[config.mk]
export PLATFORM = sky130hd
export DESIGN_NAME = audio_sample_scheduler
export DESIGN_NICKNAME = d
export VERILOG_FILES = /design/src/rtl/audio_pkg.sv /design/src/rtl/audio_sample_fifo.sv /design/src/rtl/audio_sample_scheduler.sv
export SDC_FILE = /design/constraint.sdc
export NUM_CORES = 1
export LEC_CHECK = 0
export BUFFER_PORTS_ARGS = -buffer_cell sky130_fd_sc_hd__buf_4
export CAP_MARGIN = 20
export CELL_PAD_IN_SITES_DETAIL_PLACEMENT = 1
export CELL_PAD_IN_SITES_GLOBAL_PLACEMENT = 2
export CORE_MARGIN = 2
export CORE_UTILIZATION = 35
export CTS_BUF_LIST = sky130_fd_sc_hd__clkbuf_4
export DETAILED_ROUTE_END_ITERATION = 16
export GPL_ROUTABILITY_DRIVEN = 0
export PLACE_DENSITY_LB_ADDON = 0.08
export SETUP_SLACK_MARGIN = 0.15
export SKIP_CTS_REPAIR_TIMING = 1
export SYNTH_ARGS = -nofsm -noshare
export SYNTH_HDL_FRONTEND = slang
export SYNTH_SLANG_ARGS = --single-unit
[constraint.sdc]
create_clock -name clk_pixel -period 4.51 [get_ports clk_pixel]
set_input_delay 0.902 -clock clk_pixel [delete_from_list [all_inputs] [get_ports clk_pixel]]
set_output_delay 0.902 -clock clk_pixel [all_outputs]
set_load 0.1 [all_outputs]
[src/rtl/audio_pkg.sv]
// ---------------------------------------------------------------------------
// audio_pkg
// Shared definitions for the audio sample path in the clk_pixel domain:
//   IEC60958_FRAMES : frames per IEC 60958 channel-status block (192)
//   audio_word_t    : 24-bit MSB-justified audio sample
//   msb_justify()   : left-aligns a narrower sample inside a 24-bit word
// ---------------------------------------------------------------------------
package audio_pkg;

    localparam logic [7:0] IEC60958_FRAMES = 8'd192;

    typedef logic [23:0] audio_word_t;

    // The caller zero-extends the raw sample to 24 bits. Shifting it left by
    // (24 - width) places its MSB at bit 23 and zero-fills the low bits.
    function automatic audio_word_t msb_justify(input logic [23:0] sample,
                                                input int unsigned width);
        return sample << (24 - width);
    endfunction

endpackage

[src/rtl/audio_sample_fifo.sv]
// ---------------------------------------------------------------------------
// audio_sample_fifo
// Generic synchronous FIFO with a registered head word.
//   clk, rst  : clock and synchronous active-high reset
//   wr_en     : write wr_data at the tail (caller guarantees there is room,
//               or that a read happens in the same cycle)
//   rd_en     : drop the head entry (caller guarantees the FIFO is non-empty)
//   head      : registered copy of the oldest entry, valid while not_empty
//   not_empty : registered, set when count is non-zero
//   count     : number of occupied entries
// Storage is not reset; only the pointers, the count and the head register
// are reset.
// ---------------------------------------------------------------------------
module audio_sample_fifo #(
    parameter int WIDTH = 48,
    parameter int DEPTH = 4
) (
    input  logic                         clk,
    input  logic                         rst,
    input  logic                         wr_en,
    input  logic                         rd_en,
    input  logic [WIDTH-1:0]             wr_data,
    output logic [WIDTH-1:0]             head,
    output logic                         not_empty,
    output logic [$clog2(DEPTH+1)-1:0]   count
);

    localparam int PW = $clog2(DEPTH);
    localparam int CW = $clog2(DEPTH+1);

    logic [WIDTH-1:0] mem_q [DEPTH];

    logic [PW-1:0]    wr_ptr_q, wr_ptr_d;
    logic [PW-1:0]    rd_ptr_q, rd_ptr_d;
    logic [CW-1:0]    count_q, count_d;
    logic [WIDTH-1:0] head_q, head_d;
    logic             not_empty_q, not_empty_d;

    always_comb begin
        wr_ptr_d    = wr_en ? wr_ptr_q + PW'(1) : wr_ptr_q;
        rd_ptr_d    = rd_en ? rd_ptr_q + PW'(1) : rd_ptr_q;
        count_d     = count_q + CW'(wr_en) - CW'(rd_en);
        not_empty_d = (count_d != '0);

        // The head register must already hold the new head next cycle. If
        // the new head slot is the one being written right now (push into an
        // empty FIFO, or push+pop at count 1), take the incoming data instead
        // of the stale memory contents.
        head_d = head_q;
        if (count_d != '0) begin
            if (wr_en && (rd_ptr_d == wr_ptr_q)) begin
                head_d = wr_data;
            end else begin
                head_d = mem_q[rd_ptr_d];
            end
        end
    end

    always_ff @(posedge clk) begin
        if (rst) begin
            wr_ptr_q    <= '0;
            rd_ptr_q    <= '0;
            count_q     <= '0;
            head_q      <= '0;
            not_empty_q <= 1'b0;
        end else begin
            wr_ptr_q    <= wr_ptr_d;
            rd_ptr_q    <= rd_ptr_d;
            count_q     <= count_d;
            head_q      <= head_d;
            not_empty_q <= not_empty_d;
        end
    end

    // Storage: no reset, and a write coinciding with reset is discarded.
    always_ff @(posedge clk) begin
        if (wr_en && !rst) begin
            mem_q[wr_ptr_q] <= wr_data;
        end
    end

    assign head      = head_q;
    assign not_empty = not_empty_q;
    assign count     = count_q;

endmodule

[src/rtl/audio_sample_scheduler.sv]
// ---------------------------------------------------------------------------
// audio_sample_scheduler
// Buffers stereo L-PCM sample pairs and hands them to the audio sample packet
// assembler one at a time, tracking the IEC 60958 frame index of the head.
//   clk_pixel          : sole clock
//   reset              : synchronous, active-high
//   audio_sample_valid : push strobe, one pair per asserted cycle
//   audio_sample_in    : [0] left, [1] right, AUDIO_BIT_WIDTH bits each
//   packet_request     : pop strobe from the packet assembler
//   packet_available   : FIFO non-empty, head pair valid
//   audio_sample_word  : head pair, MSB-justified to 24 bits
//   frame_counter      : IEC 60958 frame index (0..191) of the head pair
//   fill_level         : occupied entries
//   overflow/underflow : sticky error flags, cleared only by reset
// ---------------------------------------------------------------------------
module audio_sample_scheduler
    import audio_pkg::*;
#(
    parameter int AUDIO_BIT_WIDTH = 16,
    parameter int DEPTH           = 4
) (
    input  logic                         clk_pixel,
    input  logic                         reset,
    input  logic                         audio_sample_valid,
    input  logic [AUDIO_BIT_WIDTH-1:0]   audio_sample_in [1:0],
    input  logic                         packet_request,
    output logic                         packet_available,
    output logic [23:0]                  audio_sample_word [1:0],
    output logic [7:0]                   frame_counter,
    output logic [$clog2(DEPTH+1)-1:0]   fill_level,
    output logic                         overflow,
    output logic                         underflow
);

    localparam int            CW       = $clog2(DEPTH+1);
    localparam logic [CW-1:0] FULL_CNT = CW'(DEPTH);

    logic [CW-1:0] fifo_count;
    logic          fifo_not_empty;
    logic [47:0]   fifo_head;
    logic [47:0]   wr_pair;
    logic          pop_ok;
    logic          push_ok;

    logic [7:0]    frame_counter_q, frame_counter_d;
    logic          overflow_q, overflow_d;
    logic          underflow_q, underflow_d;

    // A full FIFO still accepts a push when a pop frees the head slot in the
    // same cycle.
    assign pop_ok  = packet_request && fifo_not_empty;
    assign push_ok = audio_sample_valid && ((fifo_count != FULL_CNT) || pop_ok);

    assign wr_pair = {msb_justify(24'(audio_sample_in[1]), AUDIO_BIT_WIDTH),
                      msb_justify(24'(audio_sample_in[0]), AUDIO_BIT_WIDTH)};

    audio_sample_fifo #(
        .WIDTH (48),
        .DEPTH (DEPTH)
    ) u_fifo (
        .clk       (clk_pixel),
        .rst       (reset),
        .wr_en     (push_ok),
        .rd_en     (pop_ok),
        .wr_data   (wr_pair),
        .head      (fifo_head),
        .not_empty (fifo_not_empty),
        .count     (fifo_count)
    );

    always_comb begin
        frame_counter_d = frame_counter_q;
        if (pop_ok) begin
            frame_counter_d = (frame_counter_q == IEC60958_FRAMES - 8'd1)
                              ? 8'd0 : frame_counter_q + 8'd1;
        end
        overflow_d  = overflow_q  || (audio_sample_valid && !push_ok);
        underflow_d = underflow_q || (packet_request && !fifo_not_empty);
    end

    always_ff @(posedge clk_pixel) begin
        if (reset) begin
            frame_counter_q <= 8'd0;
            overflow_q      <= 1'b0;
            underflow_q     <= 1'b0;
        end else begin
            frame_counter_q <= frame_counter_d;
            overflow_q      <= overflow_d;
            underflow_q     <= underflow_d;
        end
    end

    assign packet_available     = fifo_not_empty;
    assign audio_sample_word[0] = fifo_head[23:0];
    assign audio_sample_word[1] = fifo_head[47:24];
    assign fill_level           = fifo_count;
    assign frame_counter        = frame_counter_q;
    assign overflow             = overflow_q;
    assign underflow            = underflow_q;

endmodule

==> impl_results.md <==
- Number of global-route vias before repair: 6048
- Minimum setup slack in the final design: 1.10 ns
- Clock insertion delay at the later pin of the skew report: 0.57 ns
- Core region area: 0.0225 mm²
- Min-delay worst type: register to register
- Commonest cells after routing, fill and taps aside: edfxtp_1, buf_4, o21ai_0, dfxtp_1, nand2_1
- Max-cap violations: 0
- Die width: 155 µm
- Layout filler cell count: 2442
- Share of the cycle needed by the critical path after routing: 75.6%
- Worst IR drop on VDD: 0.333 mV
- Required time of the worst setup path: 4.98 ns
- Synthesized area per cell: 12.1 µm²
- Run status: finished clean
- Count of buffers from port buffering: 81
- Pin count of the biggest net entering global routing: 130
- Detailed-route DRC error count: 0
- Total negative setup slack: 0 ns
- HPWL after detailed placement: 12700 µm
- RSZ-0062 raised after global routing: false
- Worst Setup Path Type: register to register
- Slew at the pin with the worst max-slew slack: 0.857 ns
- FP Rows: 55
- Number of sinks driven by the clock tree: 178
- Fraction of the yosys area taken by sequential cells: 60.9%
- Synth warn: 0
- Clock transition at the registers of the reported paths: 0.14 ns
- Wire length of the first global-routing pass: 33800 µm
- Synthesized instance count: 659
- Netlist area before placement: 0.00795 mm²
- Area grow syn2layout: 13.5%
- Post-synthesis register bit count: 178
- Sort of element at the start of the critical path: register
- Root buffer cell: clkbuf_4
- Largest driver fanout on the critical path: 17
- IO Count: 98
- Fmax achieved: 293 MHz
- Clock H-tree levels: 4
- Average routed wire per standard cell: 21.2 µm
- Data arrival time of the worst path: 3.89 ns
- Leakage power: 3.05 nW
- Global-route usage over all layers: 18.5%
- Maximum clock path buffer count: 2
- Power per cell area: 603 mW/mm²
- Detailed-routing iteration count for the pre-antenna-repair pass: 4
- Yosys top cell by area: edfxtp_1
- Routed vias/inst: 5.49
- Top post-synthesis cells by area: edfxtp_1, dfxtp_1, mux2_2, o21ai_0, o221ai_1
- Post-Route WL: 21600 µm
- Hold_ws: 0.488 ns
- Endpoint type of the worst setup path: register
- Initial drt markers: 268
- Design Area, Final: 0.00902 mm²
- CTS buffer count: 17
- Standard cell area after detailed placement: 0.00871 mm²
- Period minus WS final: 3.41 ns
- Effective utilization at floorplan: 35.3%
- Final Max Slew Viols: 0
- Leading cell type in the layout, fill and taps excluded: edfxtp_1
- Worst clock skew: 0.0317 ns
- Die height: 155 µm
- Worst slew margin: 42.9%
- Floorplan die area: 0.0239 mm²
- Via count: 5592
- Number of library cell types mapped by synthesis: 48
- Final #Nets: 764
- Fraction of final layout cells with drive strength greater than 1: 24.3%
- Number of antenna violations at the first check in global routing: 1
- Register-to-register setup slack: 1.10 ns
- Post-synth top area share: 48.3%
- Final-report hold violation count: 0
- Grt total ovfl: 0
- Final ANT Viol Nets: 0
- Setup-failing EPs final: 0
- Pre-CTS worst setup slack: 0.554 ns
- CTS tree: done
[cell families (layout without fill, tap and decap cells)]
group,count (synthesis),in the layout,share of synthesized area (%)
AO/OA/AOI/OAI,206,206,16.7
flip-flops,178,178,60.9
AND/OR/NAND/NOR,142,142,9.53
buffers and inverters,81,140,5.52
multiplexers,33,33,4.66
XOR/XNOR,10,10,1.27
adder cells (fa/ha/maj),8,8,1.35
other,1,17,0.0472
[power by group]
part / internal [mW] / switching, mW
sequential: 1.97 / 0.148
clock: 0.286 / 0.567
combinational: 0.633 / 1.84
total: 2.88 / 2.56
[metrics by stage]
| step | power (mW) | util [%] | std cells |
|---|---|---|---|
| after CTS | 5.47 | 39.8 | 1016 |
| final | 5.44 | 40.1 | 1019 |
| after floorplan | 4.02 | - | 674 |
| after detailed placement | 4.61 | 38.7 | 984 |
| after global routing | 5.74 | 40.1 | 1019 |
| after global placement | 4.56 | 38.7 | 984 |
[sequential cells by signal (all words and copies together) (netlist names)]
| signal | flops |
|---|---|
| u_fifo.mem_q | 128 |
| u_fifo.head | 32 |
| frame_counter | 8 |
| u_fifo.count | 3 |
| u_fifo.rd_ptr_q | 2 |
| u_fifo.wr_ptr_q | 2 |
| overflow | 1 |
| u_fifo.not_empty | 1 |
| underflow | 1 |
[synthesized netlist by cell type, drive strengths merged]
library cell  instances
inv                   9
xor2                  4
nor3b                32
xnor2                 5
fa                    1
o21ba                 1
mux2                 32
a22oi                32
o211ai                1
o21ai                97
clkbuf               33
and4b                 1
and3b                 2
a21oi                 4
edfxtp              128
and3                  1
nand3b                1
o221ai               32
a21boi                1
a21o                  2
conb                  1
nand4                 3
a211oi                2
a311o                 1
xnor3                 1
dfxtp                50
and2                  5
nand2                41
mux2i                 1
ha                    7
nor2                 19
a41oi                 1
nand3                 2
o22ai                32
nor2b                 2
buf                  39
nor3                 33
[critical path, stage by stage, from the launching register on]
cell and delay, ns:
dfxtp_1 0.52, nand2_2 0.30, nand3_1 0.20, nand2_1 0.19, inv_1 0.11, ha_1 0.14
inv_1 0.04, fa_1 0.37, xnor3_1 0.24, and3b_4 0.24, nor2b_4 0.52, buf_4 0.30
a22oi_1 0.10, o21ai_1 0.07
[layer usage]
metal / routed length [µm] / vias to the layer above / global-route usage [%] / part of all wire [%]
met3: 752 / 26 / 3.50 / 3.5
li1: - / 2614 / - / -
met1: 9770 / 2837 / 23.5 / 45
met2: 10800 / 115 / 32.1 / 50
met5: 0 / - / 0 / 0
met4: 308 / 0 / 5.64 / 1.4
[path summary, 6_finish.rpt]
kind                                         to        startpoint  cells after the start
worst max-delay path            u_fifo.head[35]  u_fifo.not_empty                     13
worst min-delay path                  underflow         underflow                      2
worst max register to register  u_fifo.head[35]  u_fifo.not_empty                     13
worst min register to register        underflow         underflow                      2
[cell type report]
cell class / count / area [µm²] / share of cell area (%)
diodes: 1 / 2.50 / 0.0277
clock inverters: 13 / 113 / 1.25
clock buffers: 19 / 143 / 1.58
multi-input cells: 415 / 2740 / 30.4
well taps: 285 / 357 / 3.95
inverters: 9 / 33.8 / 0.374
repair buffers: 99 / 783 / 8.68
flip-flops and latches: 178 / 4850 / 53.7
(Power assumes the default switching activity.)
